===== src/rtl/dsi_packet_assembler_pkg.sv =====
// Shared definitions for the DSI packet assembler.
//   state_e      : packet sequencer states
//   CRC_SEED     : initial value of the running payload CRC
//   ecc_calc     : 6-bit Hamming ECC over the 24-bit header {wc_hi, wc_lo, di}
//   crc16_update : folds 1..4 payload bytes (byte 0 first, LSB first) into the CRC
package dsi_packet_assembler_pkg;

    typedef enum logic [1:0] {
        ST_IDLE = 2'd0,
        ST_HDR  = 2'd1,
        ST_PLD  = 2'd2,
        ST_CRC  = 2'd3
    } state_e;

    localparam logic [15:0] CRC_SEED = 16'hFFFF;
    // x^16 + x^12 + x^5 + 1, bit-reversed for LSB-first shifting
    localparam logic [15:0] CRC_POLY_REFL = 16'h8408;

    // d[7:0] = DI, d[15:8] = WC lo, d[23:16] = WC hi. ECC bits 7:6 are always 0.
    function automatic logic [7:0] ecc_calc(input logic [23:0] d);
        logic [7:0] e;
        e    = '0;
        e[0] = d[0]  ^ d[1]  ^ d[2]  ^ d[4]  ^ d[5]  ^ d[7]  ^ d[10] ^
               d[11] ^ d[13] ^ d[16] ^ d[20] ^ d[21] ^ d[22] ^ d[23];
        e[1] = d[0]  ^ d[1]  ^ d[3]  ^ d[4]  ^ d[6]  ^ d[8]  ^ d[10] ^
               d[12] ^ d[14] ^ d[17] ^ d[20] ^ d[21] ^ d[22] ^ d[23];
        e[2] = d[0]  ^ d[2]  ^ d[3]  ^ d[5]  ^ d[6]  ^ d[9]  ^ d[11] ^
               d[12] ^ d[15] ^ d[18] ^ d[20] ^ d[21] ^ d[22];
        e[3] = d[1]  ^ d[2]  ^ d[3]  ^ d[7]  ^ d[8]  ^ d[9]  ^ d[13] ^
               d[14] ^ d[15] ^ d[19] ^ d[20] ^ d[21] ^ d[23];
        e[4] = d[4]  ^ d[5]  ^ d[6]  ^ d[7]  ^ d[8]  ^ d[9]  ^ d[16] ^
               d[17] ^ d[18] ^ d[19] ^ d[20] ^ d[22] ^ d[23];
        e[5] = d[10] ^ d[11] ^ d[12] ^ d[13] ^ d[14] ^ d[15] ^ d[16] ^
               d[17] ^ d[18] ^ d[19] ^ d[21] ^ d[22] ^ d[23];
        return e;
    endfunction

    // last_idx = number of valid bytes - 1; bytes above it are ignored.
    function automatic logic [15:0] crc16_update(input logic [15:0] crc_in,
                                                 input logic [31:0] data,
                                                 input logic [1:0]  last_idx);
        logic [15:0] c;
        logic        fb;
        c = crc_in;
        for (int b = 0; b < 4; b++) begin
            if (b <= int'(last_idx)) begin
                for (int i = 0; i < 8; i++) begin
                    fb = c[0] ^ data[8*b+i];
                    c  = {1'b0, c[15:1]} ^ (fb ? CRC_POLY_REFL : 16'h0000);
                end
            end
        end
        return c;
    endfunction

endpackage


===== src/rtl/dsi_packet_assembler_fsm.sv =====
// Packet sequencer: state register, remaining-byte counter and handshake decode.
// Ports:
//   clk, reset_n           clock, asynchronous active-low reset
//   pkt_valid/pkt_ready    request handshake; pkt_long, pkt_wc sampled on accept
//   pld_valid/pld_ready    payload handshake (only open in ST_PLD)
//   out_valid, out_ready   output handshake
//   accept                 request accepted this cycle
//   pld_xfer               payload word transferred this cycle
//   pld_bytes              valid bytes - 1 for the current payload word
//   long_pkt               registered long/short flag
//   state                  current state (also the debug view of the FSM)
module dsi_packet_assembler_fsm
    import dsi_packet_assembler_pkg::*;
(
    input  logic        clk,
    input  logic        reset_n,
    input  logic        pkt_valid,
    input  logic        pkt_long,
    input  logic [15:0] pkt_wc,
    input  logic        pld_valid,
    input  logic        out_ready,
    output logic        pkt_ready,
    output logic        pld_ready,
    output logic        out_valid,
    output logic        accept,
    output logic        pld_xfer,
    output logic [1:0]  pld_bytes,
    output logic        long_pkt,
    output state_e      state
);

    state_e      state_q, state_d;
    logic [15:0] remaining_q, remaining_d;
    logic        long_q, long_d;

    always_ff @(posedge clk or negedge reset_n) begin
        if (!reset_n) begin
            state_q     <= ST_IDLE;
            remaining_q <= '0;
            long_q      <= 1'b0;
        end else begin
            state_q     <= state_d;
            remaining_q <= remaining_d;
            long_q      <= long_d;
        end
    end

    // remaining is never 0 while in ST_PLD, so the subtraction cannot underflow.
    assign pld_bytes = (remaining_q < 16'd4) ? (remaining_q[1:0] - 2'd1) : 2'd3;

    always_comb begin
        state_d     = state_q;
        remaining_d = remaining_q;
        long_d      = long_q;
        pkt_ready   = 1'b0;
        pld_ready   = 1'b0;
        out_valid   = 1'b0;
        accept      = 1'b0;
        pld_xfer    = 1'b0;
        unique case (state_q)
            ST_IDLE: begin
                pkt_ready = 1'b1;
                if (pkt_valid) begin
                    accept      = 1'b1;
                    long_d      = pkt_long;
                    remaining_d = pkt_wc;
                    state_d     = ST_HDR;
                end
            end
            ST_HDR: begin
                out_valid = 1'b1;
                if (out_ready) begin
                    if (!long_q)                  state_d = ST_IDLE;
                    else if (remaining_q == 16'd0) state_d = ST_CRC;
                    else                          state_d = ST_PLD;
                end
            end
            ST_PLD: begin
                out_valid = pld_valid;
                pld_ready = out_ready;
                if (pld_valid && out_ready) begin
                    pld_xfer    = 1'b1;
                    remaining_d = remaining_q - (16'(pld_bytes) + 16'd1);
                    if (remaining_q <= 16'd4) state_d = ST_CRC;
                end
            end
            ST_CRC: begin
                out_valid = 1'b1;
                if (out_ready) state_d = ST_IDLE;
            end
            default: state_d = ST_IDLE;
        endcase
    end

    assign long_pkt = long_q;
    assign state    = state_q;

endmodule


===== src/rtl/dsi_packet_assembler.sv =====
// Builds one DSI packet at a time: 4-byte header (DI, WC lo, WC hi, ECC),
// then for long packets the payload pass-through and a 2-byte CRC word.
// Ports:
//   clk, reset_n                         clock, asynchronous active-low reset
//   pkt_valid/pkt_ready, pkt_long, pkt_di, pkt_wc   packet request
//   pld_valid/pld_ready, pld_data        32-bit payload stream, byte 0 in [7:0]
//   out_valid/out_ready, out_data, out_bytes, out_last   output word stream
//   busy                                 a packet is in progress
// Handshake: every interface transfers on a cycle where valid & ready are
// both 1. A producer holds valid and its data until that transfer; ready may
// change freely. out_* are decoded from registered state only (plus the
// payload pass-through), so they stay stable while out_ready is low.
module dsi_packet_assembler
    import dsi_packet_assembler_pkg::*;
(
    input  logic        clk,
    input  logic        reset_n,
    input  logic        pkt_valid,
    output logic        pkt_ready,
    input  logic        pkt_long,
    input  logic [7:0]  pkt_di,
    input  logic [15:0] pkt_wc,
    input  logic        pld_valid,
    output logic        pld_ready,
    input  logic [31:0] pld_data,
    output logic        out_valid,
    input  logic        out_ready,
    output logic [31:0] out_data,
    output logic [1:0]  out_bytes,
    output logic        out_last,
    output logic        busy
);

    state_e      state;
    logic        accept;
    logic        pld_xfer;
    logic [1:0]  pld_bytes;
    logic        long_pkt;

    logic [7:0]  di_q, di_d;
    logic [15:0] wc_q, wc_d;
    logic [15:0] crc_q, crc_d;

    dsi_packet_assembler_fsm u_fsm (
        .clk       (clk),
        .reset_n   (reset_n),
        .pkt_valid (pkt_valid),
        .pkt_long  (pkt_long),
        .pkt_wc    (pkt_wc),
        .pld_valid (pld_valid),
        .out_ready (out_ready),
        .pkt_ready (pkt_ready),
        .pld_ready (pld_ready),
        .out_valid (out_valid),
        .accept    (accept),
        .pld_xfer  (pld_xfer),
        .pld_bytes (pld_bytes),
        .long_pkt  (long_pkt),
        .state     (state)
    );

    always_ff @(posedge clk or negedge reset_n) begin
        if (!reset_n) begin
            di_q  <= '0;
            wc_q  <= '0;
            crc_q <= CRC_SEED;
        end else begin
            di_q  <= di_d;
            wc_q  <= wc_d;
            crc_q <= crc_d;
        end
    end

    // Accepting a request restarts the CRC so a packet never inherits
    // the previous packet's remainder.
    always_comb begin
        di_d  = di_q;
        wc_d  = wc_q;
        crc_d = crc_q;
        if (accept) begin
            di_d  = pkt_di;
            wc_d  = pkt_wc;
            crc_d = CRC_SEED;
        end else if (pld_xfer) begin
            crc_d = crc16_update(crc_q, pld_data, pld_bytes);
        end
    end

    always_comb begin
        out_data  = '0;
        out_bytes = '0;
        out_last  = 1'b0;
        unique case (state)
            ST_HDR: begin
                out_data  = {ecc_calc({wc_q, di_q}), wc_q, di_q};
                out_bytes = 2'd3;
                out_last  = !long_pkt;
            end
            ST_PLD: begin
                out_data  = pld_data;
                out_bytes = pld_bytes;
            end
            ST_CRC: begin
                out_data  = {16'h0000, crc_q};
                out_bytes = 2'd1;
                out_last  = 1'b1;
            end
            default: ;
        endcase
    end

    assign busy = (state != ST_IDLE);

endmodule

===== config.mk =====
export PLATFORM = sky130hd
export DESIGN_NAME = dsi_packet_assembler
export DESIGN_NICKNAME = d
export VERILOG_FILES = /design/src/rtl/dsi_packet_assembler_pkg.sv /design/src/rtl/dsi_packet_assembler_fsm.sv /design/src/rtl/dsi_packet_assembler.sv
export SDC_FILE = /design/constraint.sdc
export NUM_CORES = 1
export LEC_CHECK = 0
export CAP_MARGIN = 15
export CORE_MARGIN = 3
export CORE_UTILIZATION = 35
export DETAILED_ROUTE_END_ITERATION = 10
export PLACE_DENSITY_LB_ADDON = 0.15
export SYNTH_ARGS = -nofsm -noshare
export SYNTH_HDL_FRONTEND = slang
export SYNTH_SLANG_ARGS = --single-unit

===== constraint.sdc =====
create_clock -name clk -period 5.6 [get_ports clk]
set_clock_uncertainty 0.05 [all_clocks]
set_input_delay 1.68 -clock clk [delete_from_list [all_inputs] [get_ports clk]]
set_output_delay 1.68 -clock clk [all_outputs]
set_load 0.01 [all_outputs]

==> flow_summary_export.csv <==
group,metric,value,unit
setup_path,reg2reg_depth,16,
synthesis,synth_common_cells,"79 x xnor2_1, 62 x nand2_1, 55 x o21ai_0",
setup_path,crit_path_max_fanout,4,
setup_path,crit_family,"XOR/XNOR gates",
finish,drive_gt1_share,14.5,%
place,place_hpwl,14600,um
detailed_routing,firstDrtPassIters,5,
setup_path,crit_slowest_cell,"xnor3_1",
clock_tree,post_cts_resized,0,
clock_tree,clk_latency,0.33,ns
synthesis,synth_cells,584,
grt,track_usage,21.4,%
die,pin_count,101,
setup_path,crit_start,"pld_data[2]",
setup_path,crit_chain,"clkdlybuf4s50_1, xnor2_2, xnor3_2, xnor3_1, mux2i_2, xnor3_1, xor2_1, a21oi_2, xor2_2, xnor2_1, xnor2_1, a221oi_1",
synthesis,async_flop_share,100,%
detailed_routing,dr.first_iter.drc_count,245,
detailed_routing,routed_wl,18300,um
synthesis,synth_top_family_by_area,"XOR/XNOR gates",
die,die_area,0.0172,mm2
sta,finalMaxSlewViolations,0,
setup_path,crit_cells,12,
grt,grt_overflow,0,
finish,diodes,0,
synthesis,synth_edf_count,0,
clock_tree,cts_root_buf,"clkbuf_16",
synthesis,synth_compound_area_share,14.0,%
die,row_count,45,
clock_tree,clockBufferDepth,2,
synthesis,synth_top_cell_by_area,"dfrtp_1",
setup_path,critPathMaxStageDelay,0.50,ns
detailed_routing,drt.antenna.violating_nets,0,
synthesis,syn_area,0.00549,mm2
detailed_routing,remaining_drc_errors,0,
synthesis,avgSynthCellArea,9.39,um2
setup_path,cp-endpoint,"crc_q[2]$_DFFE_PN1P_",
finish,area_growth,30.4,%
setup_path,r2r-start,"u_fsm.remaining_q[10]$_DFFE_PN0P_",
clock_tree,cts_tree,"yes",
setup_path,cp_num_buf_inv,1,
die,core-area,0.0153,mm2
synthesis,seq_area_frac_synth,27.3,%
clock_tree,cts-buffers-inserted,9,
synthesis,synthFlopType,"dfrtp_1",
synthesis,synth_top_cell_area_share,19.6,%
grt,grt_pass1_vias,4965,
clock_tree,hold_buffers,0,
synthesis,ys_warn_count,0,
grt,antenna_found_initial,0,
sta,period_share,93.0,%
setup_path,critical_path_class,"input port to flop",
sta,slew_headroom,28.3,%
sta,rsz0062_at_grt,"false",
synthesis,synth_xor_xnor_area_share,32.6,%
clock_tree,htreeDepth,3,
sta,fmax,0.192,GHz
finish,fin_util,46.9,%
die,die_w,131,um
grt,grt_max_degree,46,
clock_tree,clk_pin_slew,0.05,ns
clock_tree,clock-sinks,59,
synthesis,synthMostInstantiatedCell,"xnor2_1",
status,run_status,"finished, final reports clean",
detailed_routing,wl_per_cell,20.2,um
synthesis,synthAdderAreaFrac,1.73,%
sta,setup_violations,0,
synthesis,ys_seq_elements,59,
synthesis,synth.area.mux_share,10.2,%
grt,grt_pass1_wl,28800,um
die,start_util,36.0,%
setup_path,startpoint_type,"input port",
sta,tns,0,ns
die,fp.dieH,131,um
sta,period_minus_slack,5.21,ns
place,io_buffers,100,
setup_path,crit_arrival,5.38,ns
synthesis,synth_area_leaders,"dfrtp_1 20%, xnor2_1 13%, dfstp_2 7.7%, xnor3_1 6.6%, xor2_1 6.5%",
place,gp_congestion,0.877,
detailed_routing,viasPerCell,5.17,
finish,nets,760,
setup_path,end_kind,"flop",
setup_path,regToRegSetupSlack,0.57,ns
sta,worst_pin_slew,1.07,ns
sta,hold_violations,0,
job,max_cap_viol_count,0,
setup_path,reg2reg_to,"crc_q[10]$_DFFE_PN1P_",
worst_hold_path,hold_class,"flop to flop",
clock_tree,post_cts_buffers,0,
detailed_routing,vias,4688,
synthesis,yosys.area_share.simple,11.5,%
synthesis,synth.lib_cells_used.distinct,52,
setup_path,cp_data_required_time,5.78,ns
synthesis,syn_nets,653,
-- stage by stage --
stage               hold WS (ns)  cells  setup WS, ns  instance area, um2
floorplan                  0.392    584         0.810                5490
global placement           0.426    891         0.112                6820
detailed placement         0.460    891        0.0704                6820
CTS                        0.473    907         0.390                7150
global route               0.503    907        0.0933                7150
finish                     0.460    907         0.392                7150
-- tightest hold or removal path: cells and delay by family, from the launching register on --
family             cells  cell delay, ns
DFF                    1            0.34
AOI/OAI and AO/OA      1            0.08
and+or+nand+nor        1            0.05
-- metal layers --
layer | vias up | routed length, um | global-route usage, %
met5 | - | 0 | 0
met1 | 2286 | 8060 | 28.4
met4 | 0 | 531 | 7.88
met2 | 144 | 9010 | 36.0
met3 | 29 | 708 | 2.41
li1 | 2229 | - | -
-- layout by cell type (no fill, tap or decap), types with 11 or more instances in the layout --
cell              n
a22o_1           11
buf_4            23
xnor3_1          16
dfstp_2          16
clkdlybuf4s50_1  99
a21oi_1          38
nand2_1          62
mux2i_1          23
dfrtp_1          43
mux2_2           26
o21ai_0          55
xnor2_1          79
xor2_1           41
nor2_1           34
-- kinds of logic after synthesis --
logic type,count (synthesis)
fa+ha+maj,7
compound gates,131
flops,59
other cells,1
buf+inv,38
mux,51
simple gates,142
xor+xnor,155
-- registers in the layout, summed over array words and instances (netlist names), named ones only --
signal / cells
u_fsm.state: 1
u_fsm.remaining_q: 16
di_q: 8
u_fsm.long_pkt: 1
crc_q: 16
wc_q: 16
-- how the worst min path moves through the flow --
stage                                            from                                 to  slack [ns]  cells past startpoint
global placement    u_fsm.remaining_q[12]$_DFFE_PN0P_  u_fsm.remaining_q[12]$_DFFE_PN0P_        0.43                      2
CTS                  u_fsm.remaining_q[0]$_DFFE_PN0P_   u_fsm.remaining_q[0]$_DFFE_PN0P_        0.47                      1
global route         u_fsm.remaining_q[0]$_DFFE_PN0P_   u_fsm.remaining_q[0]$_DFFE_PN0P_        0.50                      1
floorplan           u_fsm.remaining_q[12]$_DFFE_PN0P_  u_fsm.remaining_q[12]$_DFFE_PN0P_        0.39                      2
finish              u_fsm.remaining_q[12]$_DFFE_PN0P_  u_fsm.remaining_q[12]$_DFFE_PN0P_        0.46                      2
detailed placement   u_fsm.remaining_q[0]$_DFFE_PN0P_   u_fsm.remaining_q[0]$_DFFE_PN0P_        0.46                      1
-- cell type report --
type	instances	area (um2)
Fill cell	1478	8110
Inverter	11	41.3
Clock buffer	12	256
Tap cell	211	264
Clock inverter	4	72.6
Multi-Input combinational cell	487	3850
Timing Repair Buffer	123	1170
Sequential cell	59	1500
Power is left out: the tool's default activity adds up to more than one toggle a clock period on the data nets, which glitch-free logic cannot reach.
